**src/rtl/vga_timing_pkg.sv**
```systemverilog
// Shared timing constants and types for the 800x600@60 Hz raster generator.
// The optional pixel clock-enable is selected with VGA_TIMING_PIX_CE_EN.
package vga_timing_pkg;

  // Counter width: 11 bits holds every position up to H_TOT-1 = 1055 (< 2048).
  localparam int COUNT_W = 11;

  // Horizontal timing in pixels (800x600@60 Hz VESA, 40 MHz pixel clock).
  localparam int H_VIS  = 800;
  localparam int H_FP   = 40;
  localparam int H_SYNC = 128;
  localparam int H_TOT  = 1056;

  // Vertical timing in lines.
  localparam int V_VIS  = 600;
  localparam int V_FP   = 1;
  localparam int V_SYNC = 4;
  localparam int V_TOT  = 628;

  typedef logic [COUNT_W-1:0] count_t;

  // True when lo <= c < hi; used for the half-open sync windows.
  function automatic logic in_window(count_t c, count_t lo, count_t hi);
    return (c >= lo) && (c < hi);
  endfunction

endpackage : vga_timing_pkg

```
**src/rtl/vga_timing_if.sv**
```systemverilog
// Raster timing bundle between the timing generator (master) and the
// background-draw stage (slave). pix_ce exists only with VGA_TIMING_PIX_CE_EN.
interface vga_timing_if;
  import vga_timing_pkg::*;

`ifdef VGA_TIMING_PIX_CE_EN
  logic   pix_ce;        // pixel clock-enable from the clock domain owner
`endif
  count_t hcount_out;    // horizontal position, 0..H_TOT-1
  count_t vcount_out;    // vertical position, 0..V_TOT-1
  logic   hsync_out;     // active-high horizontal sync
  logic   hblnk_out;     // horizontal blanking
  logic   vsync_out;     // active-high vertical sync
  logic   vblnk_out;     // vertical blanking
  logic   frame_st_out;  // pulse on the cycle the raster wraps to (0,0)

  modport master (
`ifdef VGA_TIMING_PIX_CE_EN
    input  pix_ce,
`endif
    output hcount_out,
    output vcount_out,
    output hsync_out,
    output hblnk_out,
    output vsync_out,
    output vblnk_out,
    output frame_st_out
  );

  modport slave (
`ifdef VGA_TIMING_PIX_CE_EN
    output pix_ce,
`endif
    input  hcount_out,
    input  vcount_out,
    input  hsync_out,
    input  hblnk_out,
    input  vsync_out,
    input  vblnk_out,
    input  frame_st_out
  );

endinterface : vga_timing_if

```
**src/rtl/vga_axis_counter.sv**
```systemverilog
// One raster axis: a wrapping position counter with registered blanking and
// sync flags. Flags are derived from the next-state count so they land in the
// same register stage as the count itself (zero skew).
module vga_axis_counter
  import vga_timing_pkg::*;
#(
  parameter int TOT  = H_TOT,   // positions per period, 0..TOT-1
  parameter int VIS  = H_VIS,   // visible positions
  parameter int FP   = H_FP,    // front porch length
  parameter int SYNC = H_SYNC   // sync pulse length
) (
  input  logic   clk,
  input  logic   rst,
  input  logic   ce,
  output count_t cnt,
  output logic   blnk,
  output logic   sync,
  output logic   wrap
);

  localparam count_t LAST    = count_t'(TOT - 1);
  localparam count_t BLNK_LO = count_t'(VIS);
  localparam count_t SYNC_LO = count_t'(VIS + FP);
  localparam count_t SYNC_HI = count_t'(VIS + FP + SYNC);

  count_t cnt_q,  cnt_d;
  logic   blnk_q, blnk_d;
  logic   sync_q, sync_d;

  // Next position and the flags that position will carry.
  always_comb begin
    // NOTE: every output of this block gets a default first, so no path
    // leaves a signal unassigned and no latch is inferred.
    cnt_d  = cnt_q;
    if (ce) begin
      cnt_d = (cnt_q == LAST) ? '0 : cnt_q + 1'b1;
    end
    blnk_d = (cnt_d >= BLNK_LO);
    sync_d = in_window(cnt_d, SYNC_LO, SYNC_HI);
  end

  // Count and flag registers with synchronous reset to the origin.
  always_ff @(posedge clk) begin
    // NOTE: non-blocking assignments make every register sample pre-edge
    // values, so the order of these statements carries no meaning.
    if (rst) begin
      cnt_q  <= '0;
      blnk_q <= 1'b0;
      sync_q <= 1'b0;
    end else begin
      cnt_q  <= cnt_d;
      blnk_q <= blnk_d;
      sync_q <= sync_d;
    end
  end

  assign cnt  = cnt_q;
  assign blnk = blnk_q;
  assign sync = sync_q;
  // Terminal count: the next enabled step returns this axis to 0.
  assign wrap = (cnt_q == LAST);

endmodule : vga_axis_counter

```
**src/rtl/vga_timing.sv**
```systemverilog
// 800x600@60 Hz raster timing generator. Two axis counters (horizontal steps
// every enabled pixel, vertical steps on horizontal wrap) plus a frame-start
// pulse. All outputs are registered and mutually aligned.
// Optional feature: define VGA_TIMING_PIX_CE_EN to gate advancement with
// pix_ce; otherwise the raster advances on every clock edge.
module vga_timing
  import vga_timing_pkg::*;
#(
  parameter int H_VIS_P  = H_VIS,
  parameter int H_FP_P   = H_FP,
  parameter int H_SYNC_P = H_SYNC,
  parameter int H_TOT_P  = H_TOT,
  parameter int V_VIS_P  = V_VIS,
  parameter int V_FP_P   = V_FP,
  parameter int V_SYNC_P = V_SYNC,
  parameter int V_TOT_P  = V_TOT
) (
  input  logic         clk,
  input  logic         rst,
  vga_timing_if.master vga
);

  logic   pix_en;
  logic   h_wrap, v_wrap, v_ce;
  count_t hcount, vcount;
  logic   hblnk, hsync, vblnk, vsync;
  logic   frame_st_q, frame_st_d;

`ifdef VGA_TIMING_PIX_CE_EN
  assign pix_en = vga.pix_ce;
`else
  assign pix_en = 1'b1;
`endif

  // Vertical advances only on an enabled edge that wraps the line.
  assign v_ce = pix_en & h_wrap;

  vga_axis_counter #(
    .TOT  (H_TOT_P),
    .VIS  (H_VIS_P),
    .FP   (H_FP_P),
    .SYNC (H_SYNC_P)
  ) u_h_axis (
    .clk  (clk),
    .rst  (rst),
    .ce   (pix_en),
    .cnt  (hcount),
    .blnk (hblnk),
    .sync (hsync),
    .wrap (h_wrap)
  );

  vga_axis_counter #(
    .TOT  (V_TOT_P),
    .VIS  (V_VIS_P),
    .FP   (V_FP_P),
    .SYNC (V_SYNC_P)
  ) u_v_axis (
    .clk  (clk),
    .rst  (rst),
    .ce   (v_ce),
    .cnt  (vcount),
    .blnk (vblnk),
    .sync (vsync),
    .wrap (v_wrap)
  );

  // Frame start: set when the raster steps from the last pixel of the last
  // line to (0,0); a disabled edge holds the current value.
  always_comb begin
    frame_st_d = frame_st_q;
    if (pix_en) begin
      frame_st_d = h_wrap & v_wrap;
    end
  end

  // Frame-start register; reset leaves it low so the post-reset origin is
  // not mistaken for a wrap.
  always_ff @(posedge clk) begin
    if (rst) begin
      frame_st_q <= 1'b0;
    end else begin
      frame_st_q <= frame_st_d;
    end
  end

  assign vga.hcount_out   = hcount;
  assign vga.vcount_out   = vcount;
  assign vga.hsync_out    = hsync;
  assign vga.hblnk_out    = hblnk;
  assign vga.vsync_out    = vsync;
  assign vga.vblnk_out    = vblnk;
  assign vga.frame_st_out = frame_st_q;

endmodule : vga_timing

```
**src/flat_wrapper.sv**
```systemverilog
// flat-port wrapper written by rule: the top's interface ports become plain ports
module vga_timing_flat import vga_timing_pkg::*;
#(
  parameter int H_VIS_P  = H_VIS,
  parameter int H_FP_P   = H_FP,
  parameter int H_SYNC_P = H_SYNC,
  parameter int H_TOT_P  = H_TOT,
  parameter int V_VIS_P  = V_VIS,
  parameter int V_FP_P   = V_FP,
  parameter int V_SYNC_P = V_SYNC,
  parameter int V_TOT_P  = V_TOT
)
  (clk, rst, vga_hcount_out, vga_vcount_out, vga_hsync_out, vga_hblnk_out, vga_vsync_out, vga_vblnk_out, vga_frame_st_out);
  vga_timing_if vga_i ();
  input  logic clk;
  input  logic rst;
  output wire logic [$bits(vga_i.hcount_out)-1:0] vga_hcount_out;
  output wire logic [$bits(vga_i.vcount_out)-1:0] vga_vcount_out;
  output wire logic [$bits(vga_i.hsync_out)-1:0] vga_hsync_out;
  output wire logic [$bits(vga_i.hblnk_out)-1:0] vga_hblnk_out;
  output wire logic [$bits(vga_i.vsync_out)-1:0] vga_vsync_out;
  output wire logic [$bits(vga_i.vblnk_out)-1:0] vga_vblnk_out;
  output wire logic [$bits(vga_i.frame_st_out)-1:0] vga_frame_st_out;
  assign vga_hcount_out = vga_i.hcount_out;
  assign vga_vcount_out = vga_i.vcount_out;
  assign vga_hsync_out = vga_i.hsync_out;
  assign vga_hblnk_out = vga_i.hblnk_out;
  assign vga_vsync_out = vga_i.vsync_out;
  assign vga_vblnk_out = vga_i.vblnk_out;
  assign vga_frame_st_out = vga_i.frame_st_out;
  vga_timing #(.H_VIS_P(H_VIS_P), .H_FP_P(H_FP_P), .H_SYNC_P(H_SYNC_P), .H_TOT_P(H_TOT_P), .V_VIS_P(V_VIS_P), .V_FP_P(V_FP_P), .V_SYNC_P(V_SYNC_P), .V_TOT_P(V_TOT_P)) u_core (.clk(clk), .rst(rst), .vga(vga_i));
endmodule
```
**config.mk**
```make
export PLATFORM = sky130hd
export DESIGN_NAME = vga_timing_flat
export DESIGN_NICKNAME = d
export VERILOG_FILES = /design/src/rtl/vga_timing_pkg.sv /design/src/rtl/vga_timing_if.sv /design/src/rtl/vga_axis_counter.sv /design/src/rtl/vga_timing.sv /design/src/flat_wrapper.sv
export SDC_FILE = /design/constraint.sdc
export NUM_CORES = 1
export LEC_CHECK = 0
export ABC_CLOCK_PERIOD_IN_PS = 4290
export CAP_MARGIN = 25
export CELL_PAD_IN_SITES_DETAIL_PLACEMENT = 1
export CELL_PAD_IN_SITES_GLOBAL_PLACEMENT = 1
export CORE_MARGIN = 8
export CORE_UTILIZATION = 41
export DETAILED_ROUTE_END_ITERATION = 12
export GPL_TIMING_DRIVEN = 1
export PLACE_DENSITY_LB_ADDON = 0.1
export SYNTH_ARGS = -nofsm -noshare
export SYNTH_HDL_FRONTEND = slang
export SYNTH_SLANG_ARGS = --single-unit
export TNS_END_PERCENT = 100
```
**constraint.sdc**
```tcl
create_clock -name clk -period 4.29 [get_ports clk]
set_input_delay 0.858 -clock clk [delete_from_list [all_inputs] [get_ports clk]]
set_output_delay 0.858 -clock clk [all_outputs]
set_load 0.01 [all_outputs]
```
==> run_results.csv <==
group,metric,value,unit
run_status,outcome,"complete, no violations",
detailed_routing,wl,4.25,mm
power_and_ir_drop,powerDensity,222,mW/mm²
floorplan,die_w,78.1,µm
place,port_buffers,28,
sta,rsz0062_at_grt,"false",
grt,grt_pass1_vias,1425,
setup_path,reg2reg_to,"u_core.u_v_axis.sync",
power_and_ir_drop,p_int,0.000326,W
synthesis,synth-edff-count,0,
setup_path,worstSetupEndpointType,"flip-flop",
clocking,postCtsSetupRepairBufs,0,
power_and_ir_drop,p_sw,0.0000919,W
cells_and_area,fillers,457,
cells_and_area,areaGrowthSynthToFinish,19.4,%
setup_path,cp.depth,7,
clocking,cts_sinks,27,
setup_path,r2r-start,"u_core.u_h_axis.cnt[0]",
sta,hold_violations,0,
setup_path,cpPeakStageDelay,580,ps
setup_path,path_class,"reg2reg",
power_and_ir_drop,vdd_ir_drop_max,0.000169,V
clocking,insertion_delay,270,ps
detailed_routing,dr.pass1.iters,4,
clocking,cts_resized,0,
synthesis,synth_top_area_share,0.342,
sta,max_freq,0.370,GHz
place,placed_area,0.00184,mm²
power_and_ir_drop,p_leak,0.630,nW
setup_path,r2r_setup_slack,1590,ps
setup_path,worst_setup_path_start_kind,"flip-flop",
sta,min_period_over_period,0.630,
clocking,root_buffer,"clkbuf_8",
grt,grt_pass1_wl,6.82,mm
power_and_ir_drop,switching_share,0.220,
detailed_routing,via_per_inst,5.58,
setup_path,reg2reg_depth,7,
synthesis,post_synth.cell_area_avg,8.19,µm²
sta,worst_slew_pin_slew,580,ps
floorplan,ios,29,
cells_and_area,drive_gt1_frac,0.0610,
clocking,ctsHoldBuffers,0,
cells_and_area,stdcell_count,261,
synthesis,yosysTopAreaCell,"dfxtp_1",
setup_path,worstPathMaxFanout,15,
place,gp_congestion,0.849,
synthesis,synthArstFlopShare,0,
setup_path,worstPathArrival,2910,ps
detailed_routing,drt_iter0_drc,57,
floorplan,row_count,22,
cells_and_area,stdcell_area,0.00189,mm²
cells_and_area,regArea,541,µm²
cells_and_area,multi_input_area,937,µm²
power_and_ir_drop,p_clk_frac,0.340,
clocking,ctsHtreeMaxLevel,1,
setup_path,crit_end,"u_core.u_v_axis.sync",
sta,drv_slew,0,
grt,grt_usage,0.135,
synthesis,ys_seq_elements,27,
setup_path,slowest_stage,"and3_1",
setup_path,crit_path_cell_trace,"ha_1 -> and3_1 -> and3_1 -> nand3_1 -> mux2i_1 -> a211o_1 -> nor3_2",
floorplan,start_util,0.428,
place,dp.cells,257,
power_and_ir_drop,combPwrFrac,0.047,
floorplan,die_y,78.1,µm
synthesis,yosys-top-cells-count,"dfxtp_1 (27), nor2_1 (23), nor3_1 (13), xnor2_1 (12)",
power_and_ir_drop,power_frac_seq,0.613,
setup_path,crit_buf_inv,0,
setup_path,startpoint,"u_core.u_h_axis.cnt[0]",
synthesis,ys_top_cells_by_area,"dfxtp_1 (34%), xnor2_1 (6.7%), nor2_1 (5.5%)",
setup_path,crit_family,"simple AND/OR/NAND/NOR gates",
cells_and_area,diodes,0,
clocking,tritoncts,"built",
grt,grt_antenna_before_repair,0,
sta,period_minus_slack,2700,ps
detailed_routing,vias,1456,
floorplan,core_area,0.00369,mm²
synthesis,synthFlopType,"dfxtp_1",
sta,setup_violations,0,
sta,fin_setup_tns,0,ps
sta,fin_skew,5.02,ps
place,pre_cts_ws,1570,ps
synthesis,seq_area_frac_synth,0.342,
setup_path,cp.required,4500,ps
detailed_routing,drc,0,
synthesis,synth.distinct_cells,44,
grt,grt_remaining_overflow,0,
setup_path,cpMostUsedCell,"and3_1",
sta,slew_headroom,0.612,
cells_and_area,nNetsFinal,218,
synthesis,postSynthCellCount,193,
clocking,clockBufferDepth,2,
floorplan,die-area,0.00610,mm²
min_path,holdPathStages,1,
synthesis,synth.net_count,197,
detailed_routing,wl_per_cell,16.3,µm
run,maxCapViolCount,0,
clocking,clk_pin_slew,90,ps
synthesis,yosysWarnings,0,
clocking,cts_inserted_buffers,3,
min_path,min_path_type,"reg2reg",
sta,fin_ws,1590,ps
detailed_routing,ant_nets,0,
place,dp_hpwl,3.29,mm
grt,grt_max_degree,17,
synthesis,syn-cell-area,0.00158,mm²
synthesis,synthMostInstantiatedCell,"dfxtp_1",
layer usage:
metal	GRT usage	wire length, µm
met4	0.0222	24
met5	0	0
met3	0.0364	173
met1	0.175	2100
met2	0.220	1950
worst register-to-register path, delay by kind of cell, from the launching register on:
family,cells,cell delay (ps)
simple gates,4,1370
compound gates,1,290
fa+ha+maj,1,370
mux,1,200
flops,1,410
power groups by stage:
stage	Sequential (W)	Clock (W)	Combinational (W)
finish	0.000256	0.000142	0.0000197
global route	0.000257	0.000156	0.0000219
CTS	0.000256	0.000151	0.0000202
detailed placement	0.000262	0	0.0000201
global placement	0.000262	0	0.0000199
floorplan	0.000262	0	0.0000113
worst min path at each step:
stage	start	to
after CTS	u_core.u_h_axis.cnt[0]	u_core.u_h_axis.cnt[0]
after global placement	u_core.u_h_axis.cnt[0]	u_core.u_h_axis.cnt[0]
after global routing	u_core.u_h_axis.cnt[0]	u_core.u_h_axis.cnt[0]
after floorplan	u_core.u_v_axis.cnt[1]	u_core.u_v_axis.cnt[1]
after detailed placement	u_core.u_h_axis.cnt[0]	u_core.u_h_axis.cnt[0]
final	u_core.u_h_axis.cnt[0]	u_core.u_h_axis.cnt[0]
kinds of logic after synthesis:
| group | synth area share |
|---|---|
| fa+ha+maj | 0.0158 |
| mux | 0.0127 |
| xor+xnor | 0.0998 |
| simple gates | 0.334 |
| flops | 0.342 |
| buf+inv | 0.0649 |
| compound gates | 0.131 |
layout make-up:
class / instances / share of cell area
well taps: 48 / 0.0318
clock inverters: 1 / 0.00265
multi-input cells: 148 / 0.497
clock buffers: 3 / 0.0219
inverters: 6 / 0.0119
flip-flops and latches: 27 / 0.286
repair buffers: 28 / 0.149
layout by cell type (no fill, tap or decap), types with 3 or more instances in the layout:
master           instances
inv_1                    6
nor4_1                   3
clkbuf_8                 3
dfxtp_1                 27
o21ai_0                  8
nor2_1                  23
xnor2_1                 12
clkdlybuf4s50_1         28
nand3_1                 11
and3_1                   8
nor3_1                  13
xor2_1                   6
nand2_1                 11
nand4_1                  8
a21oi_1                  8
flip-flops by register name, summed over array words and instances, names as in the netlist:
name                     flops
u_core.u_h_axis.cnt         11
u_core.u_v_axis.cnt         11
u_core.u_h_axis.blnk         1
u_core.u_h_axis.sync         1
u_core.u_v_axis.blnk         1
u_core.u_v_axis.sync         1
u_core.vga.frame_st_out      1
through the flow:
step	util	hold slack (ps)	power, W
6_report	0.512	539	0.000418
5_1_grt	0.512	574	0.000435
4_1_cts	0.512	534	0.000427
3_5_place_dp	0.499	516	0.000282
3_3_place_gp	0.499	484	0.000281
2_1_floorplan	-	528	0.000274
Note: power is estimated with default switching activity, not from simulation.
